File: src/rtl/nn_pkg.sv
// Shared definitions for the image-buffer controller slice: default widths,
// FSM state encoding and the read/write grant encoding.
package nn_pkg;

    localparam int DEF_DATA_WIDTH       = 8;
    localparam int PIXELS_PER_WORD      = 6;
    localparam int DEF_TOTAL_DATA_WIDTH = DEF_DATA_WIDTH * PIXELS_PER_WORD;
    localparam int DEF_DEPTH            = 512;

    // Burst engine states
    typedef enum logic [1:0] {
        IDLE  = 2'd0,
        BURST = 2'd1,
        DONE  = 2'd2
    } state_t;

    // Which side of the single buffer port was granted
    typedef enum logic {
        GNT_READ  = 1'b0,
        GNT_WRITE = 1'b1
    } grant_t;

endpackage

File: src/rtl/nn_bf_rr_arb.sv
// Two-requester round-robin arbiter for the single buffer port.
// A lone requester always wins; on contention the side that was not
// granted most recently wins, so contended traffic alternates.
module nn_bf_rr_arb
    import nn_pkg::*;
(
    input  logic i_clk,
    input  logic i_rst,
    input  logic req_wr,
    input  logic req_rd,
    output logic grant_wr,
    output logic grant_rd
);

    grant_t last_grant_reg;

    // Grant decision, purely combinational from the requests and history
    always_comb begin
        grant_wr = 1'b0;
        grant_rd = 1'b0;
        if (req_wr && req_rd) begin
            if (last_grant_reg == GNT_READ) begin
                grant_wr = 1'b1;
            end else begin
                grant_rd = 1'b1;
            end
        end else if (req_wr) begin
            grant_wr = 1'b1;
        end else if (req_rd) begin
            grant_rd = 1'b1;
        end
    end

    // Remember the side that used the port last
    always_ff @(posedge i_clk or posedge i_rst) begin
        if (i_rst) begin
            last_grant_reg <= GNT_READ;
        end else if (grant_wr) begin
            last_grant_reg <= GNT_WRITE;
        end else if (grant_rd) begin
            last_grant_reg <= GNT_READ;
        end
    end

endmodule

File: src/rtl/nn_img_bf_ctrl.sv
// Controller for the single-port image buffer. Arbitrates the port between
// the loader write stream and a burst read engine that expands a
// (base, length) command into sequential reads, registering the
// combinational buffer read data into a valid/ready output stream.
module nn_img_bf_ctrl
    import nn_pkg::*;
#(
    parameter int DATA_WIDTH       = DEF_DATA_WIDTH,
    parameter int ADDR_WIDTH       = 10,
    parameter int TOTAL_DATA_WIDTH = DATA_WIDTH * PIXELS_PER_WORD,
    parameter int DEPTH            = DEF_DEPTH,
    parameter int LEN_WIDTH        = 10
) (
    input  logic                        i_clk,
    input  logic                        i_rst,
    // loader write stream
    input  logic                        i_wr_valid,
    output logic                        o_wr_ready,
    input  logic [ADDR_WIDTH-1:0]       i_wr_addr,
    input  logic [TOTAL_DATA_WIDTH-1:0] i_wr_data,
    // burst command
    input  logic                        i_rd_cmd_valid,
    output logic                        o_rd_cmd_ready,
    input  logic [ADDR_WIDTH-1:0]       i_rd_cmd_base,
    input  logic [LEN_WIDTH-1:0]        i_rd_cmd_len,
    // read stream to the PE feeder
    output logic                        o_rd_valid,
    input  logic                        i_rd_ready,
    output logic [TOTAL_DATA_WIDTH-1:0] o_rd_data,
    output logic                        o_rd_last,
    output logic                        o_rd_done,
    output logic                        o_busy,
    output logic                        o_err_addr,
    // buffer port
    output logic                        o_bf_wr_en,
    output logic [ADDR_WIDTH-1:0]       o_bf_wr_addr,
    output logic [TOTAL_DATA_WIDTH-1:0] o_bf_wr_data,
    output logic                        o_bf_rd_en,
    output logic [ADDR_WIDTH-1:0]       o_bf_rd_addr,
    input  logic [TOTAL_DATA_WIDTH-1:0] i_bf_rd_data
);

    // Extra bit so the range check also works when DEPTH == 2**ADDR_WIDTH
    localparam logic [ADDR_WIDTH:0]    DEPTH_EXT = (ADDR_WIDTH + 1)'(DEPTH);
    localparam logic [ADDR_WIDTH-1:0]  LAST_ADDR = ADDR_WIDTH'(DEPTH - 1);
    localparam logic [LEN_WIDTH-1:0]   LEN_ONE   = LEN_WIDTH'(1);

    state_t                      state_reg;
    state_t                      state_next;
    logic [ADDR_WIDTH-1:0]       cur_addr_reg;
    logic [LEN_WIDTH-1:0]        remaining_reg;
    logic                        rd_valid_reg;
    logic                        rd_last_reg;
    logic [TOTAL_DATA_WIDTH-1:0] rd_data_reg;
    logic                        err_addr_reg;

    logic                        cmd_ready;
    logic                        cmd_fire;
    logic                        last_fire;
    logic                        rd_need;
    logic                        grant_wr;
    logic                        grant_rd;
    logic                        wr_in_range;
    logic [ADDR_WIDTH-1:0]       cur_addr_inc;

    assign cmd_fire     = i_rd_cmd_valid && cmd_ready;
    assign last_fire    = rd_valid_reg && rd_last_reg && i_rd_ready;
    // A read may issue only when the output slot is free or being drained
    assign rd_need      = (state_reg == BURST) && (remaining_reg != '0) &&
                          (!rd_valid_reg || i_rd_ready);
    assign wr_in_range  = ({1'b0, i_wr_addr} < DEPTH_EXT);
    assign cur_addr_inc = (cur_addr_reg >= LAST_ADDR) ? '0 : cur_addr_reg + ADDR_WIDTH'(1);

    // Requests are masked while reset is held so every output sits at 0
    nn_bf_rr_arb u_arb (
        .i_clk    (i_clk),
        .i_rst    (i_rst),
        .req_wr   (i_wr_valid && !i_rst),
        .req_rd   (rd_need && !i_rst),
        .grant_wr (grant_wr),
        .grant_rd (grant_rd)
    );

    // FSM state register
    always_ff @(posedge i_clk or posedge i_rst) begin
        if (i_rst) begin
            state_reg <= IDLE;
        end else begin
            state_reg <= state_next;
        end
    end

    // FSM next-state logic
    always_comb begin
        state_next = state_reg;
        case (state_reg)
            IDLE: begin
                if (cmd_fire) begin
                    state_next = (i_rd_cmd_len == '0) ? DONE : BURST;
                end
            end
            BURST: begin
                if (last_fire) begin
                    state_next = DONE;
                end
            end
            DONE:    state_next = IDLE;
            default: state_next = IDLE;
        endcase
    end

    // FSM outputs
    always_comb begin
        cmd_ready = 1'b0;
        o_busy    = 1'b0;
        o_rd_done = 1'b0;
        case (state_reg)
            IDLE:    cmd_ready = !i_rst;
            BURST:   o_busy    = 1'b1;
            DONE:    o_rd_done = 1'b1;
            default: cmd_ready = 1'b0;
        endcase
    end

    // Burst address and word counter: loaded by a command, stepped per read issue
    always_ff @(posedge i_clk or posedge i_rst) begin
        if (i_rst) begin
            cur_addr_reg  <= '0;
            remaining_reg <= '0;
        end else if (cmd_fire && (i_rd_cmd_len != '0)) begin
            cur_addr_reg  <= i_rd_cmd_base;
            remaining_reg <= i_rd_cmd_len;
        end else if (grant_rd) begin
            cur_addr_reg  <= cur_addr_inc;
            remaining_reg <= remaining_reg - LEN_ONE;
        end
    end

    // Output slot: capture buffer data on issue, drop it once consumed
    always_ff @(posedge i_clk or posedge i_rst) begin
        if (i_rst) begin
            rd_valid_reg <= 1'b0;
            rd_last_reg  <= 1'b0;
            rd_data_reg  <= '0;
        end else if (grant_rd) begin
            rd_valid_reg <= 1'b1;
            rd_last_reg  <= (remaining_reg == LEN_ONE);
            rd_data_reg  <= i_bf_rd_data;
        end else if (rd_valid_reg && i_rd_ready) begin
            rd_valid_reg <= 1'b0;
            rd_last_reg  <= 1'b0;
        end
    end

    // Sticky flag for writes aimed past the implemented depth
    always_ff @(posedge i_clk or posedge i_rst) begin
        if (i_rst) begin
            err_addr_reg <= 1'b0;
        end else if (grant_wr && !wr_in_range) begin
            err_addr_reg <= 1'b1;
        end
    end

    assign o_rd_cmd_ready = cmd_ready;
    assign o_rd_valid     = rd_valid_reg;
    assign o_rd_last      = rd_last_reg;
    assign o_rd_data      = rd_data_reg;
    assign o_err_addr     = err_addr_reg;

    // Out-of-range writes are handshaken but never reach the buffer
    assign o_wr_ready     = grant_wr;
    assign o_bf_wr_en     = grant_wr && wr_in_range;
    assign o_bf_wr_addr   = grant_wr ? i_wr_addr : '0;
    assign o_bf_wr_data   = grant_wr ? i_wr_data : '0;
    assign o_bf_rd_en     = grant_rd;
    assign o_bf_rd_addr   = grant_rd ? cur_addr_reg : '0;

endmodule
File: config.mk
export PLATFORM = sky130hd
export DESIGN_NAME = nn_img_bf_ctrl
export DESIGN_NICKNAME = d
export VERILOG_FILES = /design/src/rtl/nn_pkg.sv /design/src/rtl/nn_bf_rr_arb.sv /design/src/rtl/nn_img_bf_ctrl.sv
export SDC_FILE = /design/constraint.sdc
export NUM_CORES = 1
export LEC_CHECK = 0
export ABC_AREA = 1
export CORE_ASPECT_RATIO = 1.4
export CORE_UTILIZATION = 40
export DETAILED_ROUTE_END_ITERATION = 7
export GPL_ROUTABILITY_DRIVEN = 0
export PLACE_DENSITY = 0.84
export SLEW_MARGIN = 10
export SYNTH_ARGS = -nofsm -noshare
export SYNTH_HDL_FRONTEND = slang
export SYNTH_HIERARCHICAL = 1
export SYNTH_SLANG_ARGS = --single-unit
File: constraint.sdc
create_clock -name i_clk -period 10.2 [get_ports i_clk]
set_input_delay 2.04 -clock i_clk [delete_from_list [all_inputs] [get_ports i_clk]]
set_output_delay 2.04 -clock i_clk [all_outputs]
set_load 0.05 [all_outputs]
### Word level (Yosys, flattened, before mapping)

Cells that the tools add are included.

* memories: 0
* memory bits (writable): 0
* word-level logic and storage cells: 68
* output and inout bits: 125
* bits in read-only memories: 0
* latch bits: 0
* register bits: 74

* shifts and indexed selects: 0
* divide/modulo/power cells: 0
* add/sub/neg operators: 2
* magnitude comparators: 2
* multipliers: 0
* mux-type cells: 27
* reduce and logical (&&, ||, !) cells: 24
* eq/ne operators: 5
* bitwise logic cells: 0

Operators by type and width (count)
* 10-bit 2-to-1 mux: 7
* 48-bit 2-to-1 mux: 1
* 10-bit nonzero test: 2
* 1-bit 2-to-1 mux: 15
* 1-bit logical AND: 12
* 10-bit by 1-bit adder with 10-bit output (second input constant): 1
* 10-bit by 1-bit equality test with 1-bit output (second input constant): 1
* 10-bit by 9-bit >= comparator with 1-bit output (second input constant): 1
* 10-bit logical NOT: 1
* 10-bit less-than comparator (second input constant): 1
* 10-bit by 1-bit subtractor with 10-bit output (second input constant): 1
* 2-bit 2-to-1 mux: 3
* 2-bit nonzero test: 3
* 2-bit != test (second input constant): 2
* 2-bit one-hot mux with 2 select lines: 1
* 1-bit logical NOT: 3
* 2-bit by 1-bit equality test with 1-bit output (second input constant): 1
* 2-bit equality test (second input constant): 1
* 2-bit logical NOT: 1
* 2-bit AND reduction: 1
* 1-bit logical OR: 1

### Longest topological paths before layout

Gate-level depths: netlist of run 1.

* word-level depth: 9
* gate-level depth with buffers: 14
* depth with buffers taken out: 14

### Modules after synthesis

Netlist of run 1, hierarchy kept.

By module, submodules not included
* nn_img_bf_ctrl: area an instance 4111.4 µm², times used 1, sequential area each 1826.8 µm², cells an instance 575
* nn_bf_rr_arb: area an instance 67.6 µm², times used 1, sequential area each 25.0 µm², cells an instance 12

### Worst setup path after synthesis of run 1

No wires, ideal clock.

* kind: input -> output
* from: in i_rst
* to: out o_bf_rd_addr[7]
* slack: 2.764 ns
* buffers on the path: 2
* stages on the path: 9
* data arrival time: 5.396 ns
* cells stage by stage: inv_1 nand3_1 nor2_1 nand2_1 nand2_1 buf_4 buf_2 nand2_1 inv_1

* longest elaborated chain between the ends: 6

Ends and longest elaborated chain
* from (decl): RTL line nn_img_bf_ctrl.sv:15 `input logic i_rst,`
* 1-bit logical NOT (no source line) (*)
* 1-bit logical AND: RTL line nn_img_bf_ctrl.sv:79 `.req_rd (rd_need && !i_rst),`
* 1-bit 2-to-1 mux: RTL line nn_bf_rr_arb.sv:29 `end else if (req_rd) begin`
* 1-bit 2-to-1 mux: RTL line nn_bf_rr_arb.sv:27 `end else if (req_wr) begin`
* 1-bit 2-to-1 mux (*): RTL line nn_bf_rr_arb.sv:21 `if (req_wr && req_rd) begin`
* named net o_bf_rd_en: RTL line nn_img_bf_ctrl.sv:38 `output logic o_bf_rd_en,`
* 10-bit 2-to-1 mux (*): RTL line nn_img_bf_ctrl.sv:176 `assign o_bf_rd_addr = grant_rd ? cur_addr_reg : '0;`
* to (decl): RTL line nn_img_bf_ctrl.sv:39 `output logic [ADDR_WIDTH-1:0] o_bf_rd_addr,`

The timed path passes the listed nets; every way through them passes the cells marked *.

### Worst setup path after layout of run 1

* from: in i_rd_ready
* to: out o_bf_rd_addr[6]

* longest elaborated chain between the ends: 7

Ends and longest elaborated chain
* from (decl): RTL line nn_img_bf_ctrl.sv:28 `input logic i_rd_ready,`
* 1-bit logical OR (*): RTL line nn_img_bf_ctrl.sv:70 `(!rd_valid_reg || i_rd_ready);`
* 1-bit logical AND (*): RTL line nn_img_bf_ctrl.sv:69 `assign rd_need = (state_reg == BURST) && (remaining_reg != '0) &&`
* 1-bit logical AND (*): RTL line nn_img_bf_ctrl.sv:79
* 1-bit 2-to-1 mux: RTL line nn_bf_rr_arb.sv:29
* 1-bit 2-to-1 mux: RTL line nn_bf_rr_arb.sv:27
* 1-bit 2-to-1 mux (*): RTL line nn_bf_rr_arb.sv:21
* 10-bit 2-to-1 mux (*): RTL line nn_img_bf_ctrl.sv:176

Every way passes the cells marked *; elsewhere a longest branch is shown, timed or not.

==> flow_results.org, run 1 <==
** Global routing
- Grt met1 use :: 26.7%
- For this run, the total global-route usage over all layers was measured as 25.2%.
- Overall overflow remaining after global route :: 0
- Pin count of the biggest net entering global routing :: 75
- The initial antenna violation count came to 1.
- Routing layer with the top usage in global route :: met2
- In the global route stage, met2 resource usage came out at 45.6%.
- The first global-routing pass estimated 20600 um of wire.
- The via count of the first global-routing pass is 4364.
- Global routing consumed, on the met3 layer, 6.68% of the routing resources.

** Floorplanning
- Measured along the y axis, the die boundary spans 123 um.
- Die W :: 88.4 um
- Effective utilization at floorplan :: 41.8%
- The floorplan has 43 rows.
- The die covers 10900 um^2.
- During I/O placement, the number of pins put on the boundary was 256.
- Area of the core region :: 10000 um^2

** Worst setup path
- The worst setup path is of the in -> out kind.
- Worst flop-to-flop path endpoint :: remaining_reg[3]
- Worst reg2reg setup slack :: 6.82 ns
- Crit path capture type :: output port
- Buffer and inverter count on the worst path :: 5
- Traced cell by cell, the critical path runs through clkdlybuf4s50_1, inv_1, nand2_1, nand3_1, nor2_1, nand2_1, nand2_2, buf_4, nand2_1, inv_1, clkdlybuf4s50_1.
- In this run the worst path has a maximum fanout of 42.
- The largest individual stage delay along the critical path comes from the cell sky130_fd_sc_hd__clkdlybuf4s50_1.
- Among cell families on the critical path, the largest total delay comes from buffers and inverters.
- The worst setup path is launched from a primary input.
- Worst reg2reg path depth :: 13
- The critical path ends at o_bf_rd_addr[6].
- Data on the critical path arrives at its endpoint at 5.15 ns.
- Most frequent CP cell :: sky130_fd_sc_hd__nand2_1
- For this run, the slowest stage of the critical path takes 0.79 ns.
- In this run the number of cells on the critical path is 11.
- At the worst endpoint, the required time is 8.16 ns.
- FF-to-FF Start :: remaining_reg[0]
- In this run the worst setup path begins at i_rd_ready.

** Clock tree
- After clock tree synthesis, the flow added hold-fix buffers numbering 0.
- After clock tree synthesis, the clock-pin slew on the worst setup and hold paths is 0.05 ns.
- Clock tree synthesis inserted a total of 9 buffers.
- Clock latency on the worst-skew pair :: 0.34 ns
- Cells resized by post-CTS repair :: 0
- Number of clock sinks :: 74
- After clock tree synthesis, the setup repair step added 0 buffers.
- TritonCTS built the clock tree.
- Cell chosen for the clock root :: sky130_fd_sc_hd__clkbuf_16
- The clock passes through at most 2 buffers.
- H-Tree Depth :: 3

** Outcome
- The run finished with clean final reports.

** Yosys
- Cell area after synthesis :: 4180 um^2
- The synthesized design contains 74 register bits.
- Sequential elements use 44.3% of the synthesized area.
- The number of nets in the synthesized netlist is 721.
- The share of synthesized area in the top cell type comes to 44.3%.
- The biggest area contributor in the post-synthesis netlist is sky130_fd_sc_hd__dfrtp_1.
- Synthesis handed over a netlist of 587 instances.
- Largest cells by area after synthesis :: sky130_fd_sc_hd__dfrtp_1 (44%), sky130_fd_sc_hd__nand2_1 (26%), sky130_fd_sc_hd__inv_1 (8.4%)
- Among all flip-flop cells after synthesis, the most frequent one is sky130_fd_sc_hd__dfrtp_1.
- Yosys mapped a number of flops with a built-in enable equal to 0.
- For this run, the number of Yosys warnings is 6.
- A synthesized cell averages 7.12 um^2.
- After synthesis, the netlist uses 38 different library cells.
- Of all flip-flops after synthesis, the portion carrying an async set or reset was 100%.

** Routing
- In this run, the number of DRC markers left after iteration 0 of detailed routing was 190.
- In the routed design, unresolved DRC markers number 0.
- 1st-pass router iterations :: 5
- Mean routed wirelength per cell :: 13.8 um
- Using the TritonRoute via totals, the vias-per-cell ratio works out to 4.57.
- The detail route stage leaves a number of antenna-violating nets equal to 0.
- Routed WL :: 13400 um
- Across all layers, the routed design uses 4449 vias.

** Finish
- Compared with the post-synthesis result, the final layout area differs by 70.3%.
- The register with the most flip-flops in the layout has 48 of them.
- Number of cells in the finished layout apart from fillers :: 974
- After the last flow step, the layout net total stands at 967.
- Of the cells placed in the final design, the portion with a size suffix greater than 1 is 6.80%.

** Power and ir drop
- The worst-case IR drop observed on VDD is 0.191 mV.
- Pwr dens :: 290 nW/um^2
- Leakage :: 0.00369 uW

** Min path
- Kind of path behind the tightest hold check :: reg -> reg

** Place
- HPWL after detailed placement :: 10400 um
- The count of buffers added on input and output ports is 255.
- Placed Cells :: 957

** Timing
- Final hold violations :: 0
- Post-route clock skew :: 0.00688 ns
- Period Utilization, post-route :: 70.5%
- Finish-stage setup viols :: 0
- Count of pins over their slew limit :: 0
- Post-route setup TNS :: 0 ns
- Setup repair after global routing left no endpoint under its margin.
- Min cycle time layout :: 7.19 ns
- Slew of the pin with the lowest slew margin :: 1.12 ns
- Fmax :: 139 MHz
- Measured against its own limit, the worst slew margin works out to 24.9%.

** Job
- Maxcap violations :: 0
-- cell usage in the layout, fill, tap and decap left out, types with 3 or more instances in the layout --
| cell type | synthesis | final |
|---|---|---|
| sky130_fd_sc_hd__buf_4 | 1 | 3 |
| sky130_fd_sc_hd__clkbuf_16 | 0 | 9 |
| sky130_fd_sc_hd__clkdlybuf4s50_1 | 0 | 255 |
| sky130_fd_sc_hd__clkinv_2 | 3 | 4 |
| sky130_fd_sc_hd__clkinv_4 | 0 | 3 |
| sky130_fd_sc_hd__dfrtp_1 | 74 | 74 |
| sky130_fd_sc_hd__ha_1 | 3 | 3 |
| sky130_fd_sc_hd__inv_1 | 93 | 92 |
| sky130_fd_sc_hd__nand2_1 | 284 | 283 |
| sky130_fd_sc_hd__nand2_2 | 6 | 7 |
| sky130_fd_sc_hd__nand3_1 | 24 | 24 |
| sky130_fd_sc_hd__nand3_2 | 6 | 6 |
| sky130_fd_sc_hd__nor2_1 | 27 | 27 |
| sky130_fd_sc_hd__nor2_4 | 5 | 5 |
| sky130_fd_sc_hd__o21ai_1 | 3 | 3 |
| sky130_fd_sc_hd__o21ai_2 | 4 | 4 |
| sky130_fd_sc_hd__xnor2_1 | 3 | 3 |
| sky130_fd_sc_hd__xor2_1 | 7 | 7 |
-- cell usage after synthesis (2+ instances only) --
cell and number:
sky130_fd_sc_hd__a21oi_1 2, sky130_fd_sc_hd__buf_2 11, sky130_fd_sc_hd__buf_6 2, sky130_fd_sc_hd__clkbuf_1 8, sky130_fd_sc_hd__clkinv_2 3, sky130_fd_sc_hd__dfrtp_1 74, sky130_fd_sc_hd__ha_1 3, sky130_fd_sc_hd__inv_1 93
sky130_fd_sc_hd__inv_2 2, sky130_fd_sc_hd__nand2_1 284, sky130_fd_sc_hd__nand2_2 6, sky130_fd_sc_hd__nand3_1 24, sky130_fd_sc_hd__nand3_2 6, sky130_fd_sc_hd__nand4_4 2, sky130_fd_sc_hd__nor2_1 27, sky130_fd_sc_hd__nor2_4 5
sky130_fd_sc_hd__o21ai_1 3, sky130_fd_sc_hd__o21ai_2 4, sky130_fd_sc_hd__xnor2_1 3, sky130_fd_sc_hd__xor2_1 7
-- stage by stage --
step	utilization, %	setup slack (ns)	total power (uW)	instance area, um^2	hold slack [ns]
6_report	71.1	3.01	2070	7120	0.468
5_1_grt	71.1	2.78	2190	7120	0.492
3_5_place_dp	68.0	3.02	1750	6800	0.457
2_1_floorplan	-	2.76	1340	4180	0.475
4_1_cts	71.1	3.01	2080	7120	0.471
3_3_place_gp	68.0	3.12	1720	6800	0.453
-- area by class of cell --
type	instances	area, um^2
Antenna cell	1	2.50
Clock buffer	10	239
Clock inverter	6	73.8
Fill cell	812	2890
Inverter	99	377
Multi-Input combinational cell	391	1830
Sequential cell	74	1850
Tap cell	135	169
Timing Repair Buffer	258	2570
-- worst register-to-register path: cells and delay by family, from the launching register on --
family | cells | cell delay, ns
fa+ha+maj | 1 | 0.20
xor+xnor | 1 | 0.17
flops | 1 | 0.40
buf+inv | 3 | 1.15
compound gates | 1 | 0.10
simple gates | 7 | 1.24
-- layer usage --
layer	routed length, um	vias to the layer above	part of all wire [%]
li1	-	2216	-
met5	0	-	0
met1	4680	2011	35
met2	7320	195	55
met3	956	27	7.1
met4	439	0	3.3
-- kinds of logic after synthesis --
family	Yosys count	synth area share, %
xor gates and xnor gates	10	2.10
buffers and inverters	122	12.2
adders and majority gates	3	0.898
and+or+nand+nor	363	37.5
AOI/OAI and AO/OA	15	3.02
DFF	74	44.3
-- how the worst min path moves through the flow --
stage                                start               end  slack, ns  cells past startpoint
after global routing         o_rd_data[39]     o_rd_data[39]       0.49                      2
final                           o_err_addr        o_err_addr       0.47                      1
after global placement       o_rd_data[30]     o_rd_data[30]       0.45                      2
after floorplan           remaining_reg[1]  remaining_reg[1]       0.47                      2
after CTS                    o_rd_data[42]     o_rd_data[42]       0.47                      2
after detailed placement     o_rd_data[42]     o_rd_data[42]       0.46                      2
-- where the power goes --
group / leakage [uW] / internal (uW) / switching, uW
Sequential: 0.000916 / 431 / 105
Clock: 0.000154 / 199 / 124
Combinational: 0.00262 / 393 / 816
Total: 0.00369 / 1020 / 1050
No activity file was read; power rests on OpenSTA's default activity.
==> run 2: changes to the inputs <==
CORE_UTILIZATION = 34   (was 40)
PLACE_DENSITY = 0.76   (was 0.84)
clock period = 6.31 ns   (was 10.2 ns; I/O delays follow)
==> run 2 against run 1 <==
  * First-iteration DRC count grew 5.8%
  * Hold slack hardly changed
  * Die area increased by 17%
  * Worst setup slack worse by 1.9 ns
  * Power increased by 64%
  * Non-clock buffer count unchanged
  * Wire length is 2.8% lower
  * Highest routed layer unchanged
==> flow_results.org, run 2 (synthesis gave the netlist of run 1 again) <==
** Finish
- Area of the multi-input gates :: 1830 um^2 (unchanged)
- Fraction of final layout cells with drive strength greater than 1 :: 6.80% (unchanged)
- Leaving out fill and tap cells, the most frequent cell in the layout is sky130_fd_sc_hd__nand2_1.
- The count of fill cells added during filler insertion is 1094 (+35%).
- The number of non-filler instances in the completed layout was 985 (+1.1%).
- Total number of nets in the final design :: 967 (unchanged)
- The area of all sequential standard cells was 1850 um^2 (unchanged).
- The flip-flop count of the largest register after layout was 48 (unchanged).
- Leaving out fill and tap cells, the most frequent cells in the layout are sky130_fd_sc_hd__nand2_1 (283), sky130_fd_sc_hd__clkdlybuf4s50_1 (255), sky130_fd_sc_hd__inv_1 (92), sky130_fd_sc_hd__dfrtp_1 (74), sky130_fd_sc_hd__nor2_1 (27).
- Compared with the post-synthesis result, the final layout area differs by 71.5%.
- The utilization of the core after routing came to 60.3% (-11 points).
- Antenna Diode Count :: 0 (-1)

** Timing
- The largest clock skew in the final design came to 0.0107 ns (+0.00385 ns).
- The post-route setup TNS came to 0 ns (unchanged).
- Final hold violations :: 0 (unchanged)
- RSZ-0062 raised after global routing :: no
- The final worst hold slack came to 0.469 ns (+0.000480 ns).
- The total setup violations reported at the end of the flow came to 0 (unchanged).
- Slew of the pin with the lowest slew margin :: 1.09 ns (-0.0325 ns)
- Period Utilization, post-route :: 82.0%
- Based on the critical path, the design can be clocked at up to 193 MHz.
- Count of pins over their slew limit :: 0 (unchanged)
- The worst slew slack as a fraction of its limit came to 27.1% (+2.2 points).
- The clock period could shrink to 5.18 ns.

** Global routing
- The global-route total usage across every layer came to 21.3% (-3.9 points).
- Number of antenna violations at the first check in global routing :: 0 (-1)
- Pin count of the biggest net entering global routing :: 75 (unchanged)
- The wire length of the first global-routing pass was 20700 um (+0.37%).
- Overall overflow remaining after global route :: 0 (unchanged)
- Via count of the first global-routing pass :: 4176 (-4.3%)

** Clock tree
- H-Tree Depth :: 3 (unchanged)
- The maximum buffer depth of the clock tree was 2 (unchanged).
- Post-CTS setup repair buffer count :: 0 (unchanged)
- The post-cts hold buffer count is 0 (unchanged).
- Total CTS buffers :: 9 (unchanged)
- TritonCTS clock tree :: yes
- The quantity of gates resized following cts came to 0 (unchanged).
- The clock sink count was 74 (unchanged).
- In this run the clock root is driven by a sky130_fd_sc_hd__clkbuf_16.
- Post-CTS clock slew at the launch and capture registers of the worst setup and hold paths :: 0.06 ns (about the same)
- Clock latency on the worst-skew pair :: 0.34 ns (about the same)

** Routing
- The number of optimization iterations in the first detailed-route pass was 5 (unchanged).
- DRC violations left :: 0 (unchanged)
- The sum of routed wire length over all layers came to 13000 um (-2.8%).
- The average wire per cell in the routed design was 13.2 um (-3.9%).
- Number of DRC markers after the initial detailed-route iteration :: 201 (+5.8%)
- The count of vias placed by the detailed router is 4237 (-4.8%).
- The post-route antenna net violation count came to 0 (unchanged).
- Post-DR vias/cell :: 4.30 (-5.8%)

** Place
- The number of input and output port buffers inserted is 255 (unchanged).
- Placed Cells :: 969 (+1.3%)
- HPWL after detailed placement :: 9610 um (-7.5%)

** Worst setup path
- Critical path class :: in -> out
- Family with the most delay on the worst path :: buffers and inverters
- The endpoint arrival time on the critical path was 3.91 ns (-1.24 ns).
- Buffer and inverter count on the worst path :: 4 (-1)
- Most frequent CP cell :: sky130_fd_sc_hd__nand2_1
- The highest cell delay on the worst timing path was 0.79 ns (about the same).
- Traced cell by cell, the critical path runs through clkdlybuf4s50_1, inv_1, nand2_1, nand3_1, nor2_1, nand2_1, nand2_2, nand2_1, inv_1, clkdlybuf4s50_1.
- The worst setup path is captured at an output port.
- The worst-path maximum fanout came to 35 (-17%).
- The worst setup path is launched from a primary input.
- Master of the slowest instance on the critical path :: sky130_fd_sc_hd__clkdlybuf4s50_1
- The data required time at the worst endpoint came to 5.05 ns (-3.11 ns).

** Min path
- Kind of path behind the tightest hold check :: reg -> reg

** Power and ir drop
- Pwr dens :: 473 nW/um^2 (+63%)
- The overall power of the completed layout came to 3390 uW (+64%).
- The power share of the sequential group came to 25.3% (-0.6 points).
- The internal power consumption is 1720 uW (+68%).
- Leakage :: 0.00371 uW (+0.39%)
- The switching part of the total power came to 49.2% (-1.3 points).
- Clock Power Share :: 17.9% (+2.3 points)
- Switch Pwr :: 1670 uW (+60%)
- The combinational group share of total power was 56.8% (-1.7 points).
- Maximum VDD drop :: 0.344 mV (+80%)

** Job
- The count of max-cap constraint violations was 0 (unchanged).

** Outcome
- Result of the run :: finished, final reports clean

** Floorplanning
- The die outline width is 95.7 um (+8.3%).
- Number of I/O pins :: 256 (unchanged)
- The row count is 47 (+9.3%).
- Area of the core region :: 11900 um^2 (+19%)
- Effective utilization at floorplan :: 35.2% (-6.6 points)
- Die Outline Area :: 12700 um^2 (+17%)
- Height of the die :: 133 um (+8.3%)
run 2: changes by cell type in the layout (fill, tap and decap cells not counted):
cell	delta
sky130_fd_sc_hd__bufinv_16	+2
sky130_fd_sc_hd__inv_6	-2
sky130_fd_sc_hd__clkbuf_8	-1
sky130_fd_sc_hd__clkinv_2	-1
sky130_fd_sc_hd__clkinv_4	-1
sky130_fd_sc_hd__clkinvlp_4	+1
sky130_fd_sc_hd__diode_2	-1
sky130_fd_sc_hd__inv_2	+1
sky130_fd_sc_hd__inv_8	+1
run 2: stage by stage:
stage | instance area, um^2 | worst slack (ns)
floorplan | 4180 | 0.430
global placement | 6820 | 1.19
detailed placement | 6820 | 1.13
CTS | 7170 | 1.11
global route | 7170 | 0.857
finish | 7170 | 1.13
run 2: routing by layer:
layer	global-route usage, %	up-vias	wire [um]
li1	-	2212	-
met1	24.0	1870	5080
met2	37.5	144	6810
met3	6.45	11	937
met4	6.97	0	189
met5	0	-	0
run 2: layout make-up:
| class | count | share of cell area, % |
|---|---|---|
| Clock buffer | 9 | 3.14 |
| Clock inverter | 7 | 1.76 |
| Inverter | 99 | 5.24 |
| Multi-Input combinational cell | 391 | 25.5 |
| Sequential cell | 74 | 25.8 |
| Tap cell | 147 | 2.57 |
| Timing Repair Buffer | 258 | 35.9 |
run 2: tightest hold or removal path: stages (launching register included):
cell,delay [ns]
sky130_fd_sc_hd__dfrtp_1,0.34
sky130_fd_sc_hd__nand2_1,0.05
sky130_fd_sc_hd__nand2_1,0.04
run 2: final timing paths:
path                                       start              endpoint  slack [ns]  cells past startpoint
worst max-delay path                  i_rd_ready       o_bf_rd_addr[7]        1.13                     10
worst min-delay path               o_rd_data[41]         o_rd_data[41]        0.47                      2
worst max register to register  remaining_reg[0]      remaining_reg[3]        2.47                     14
worst min register to register     o_rd_data[41]         o_rd_data[41]        0.47                      2
max in group asynchronous                  i_rst       cur_addr_reg[6]        4.02                      3
min in group asynchronous                  i_rst  u_arb/last_grant_reg        1.18                      2
run 2: power groups by stage:
stage / Sequential (uW) / Clock [uW] / Combinational, uW
2_1_floorplan: 1360 / 0 / 810
3_3_place_gp: 859 / 0 / 1920
3_5_place_dp: 863 / 0 / 1940
4_1_cts: 860 / 620 / 1950
5_1_grt: 889 / 638 / 2070
6_report: 858 / 606 / 1930
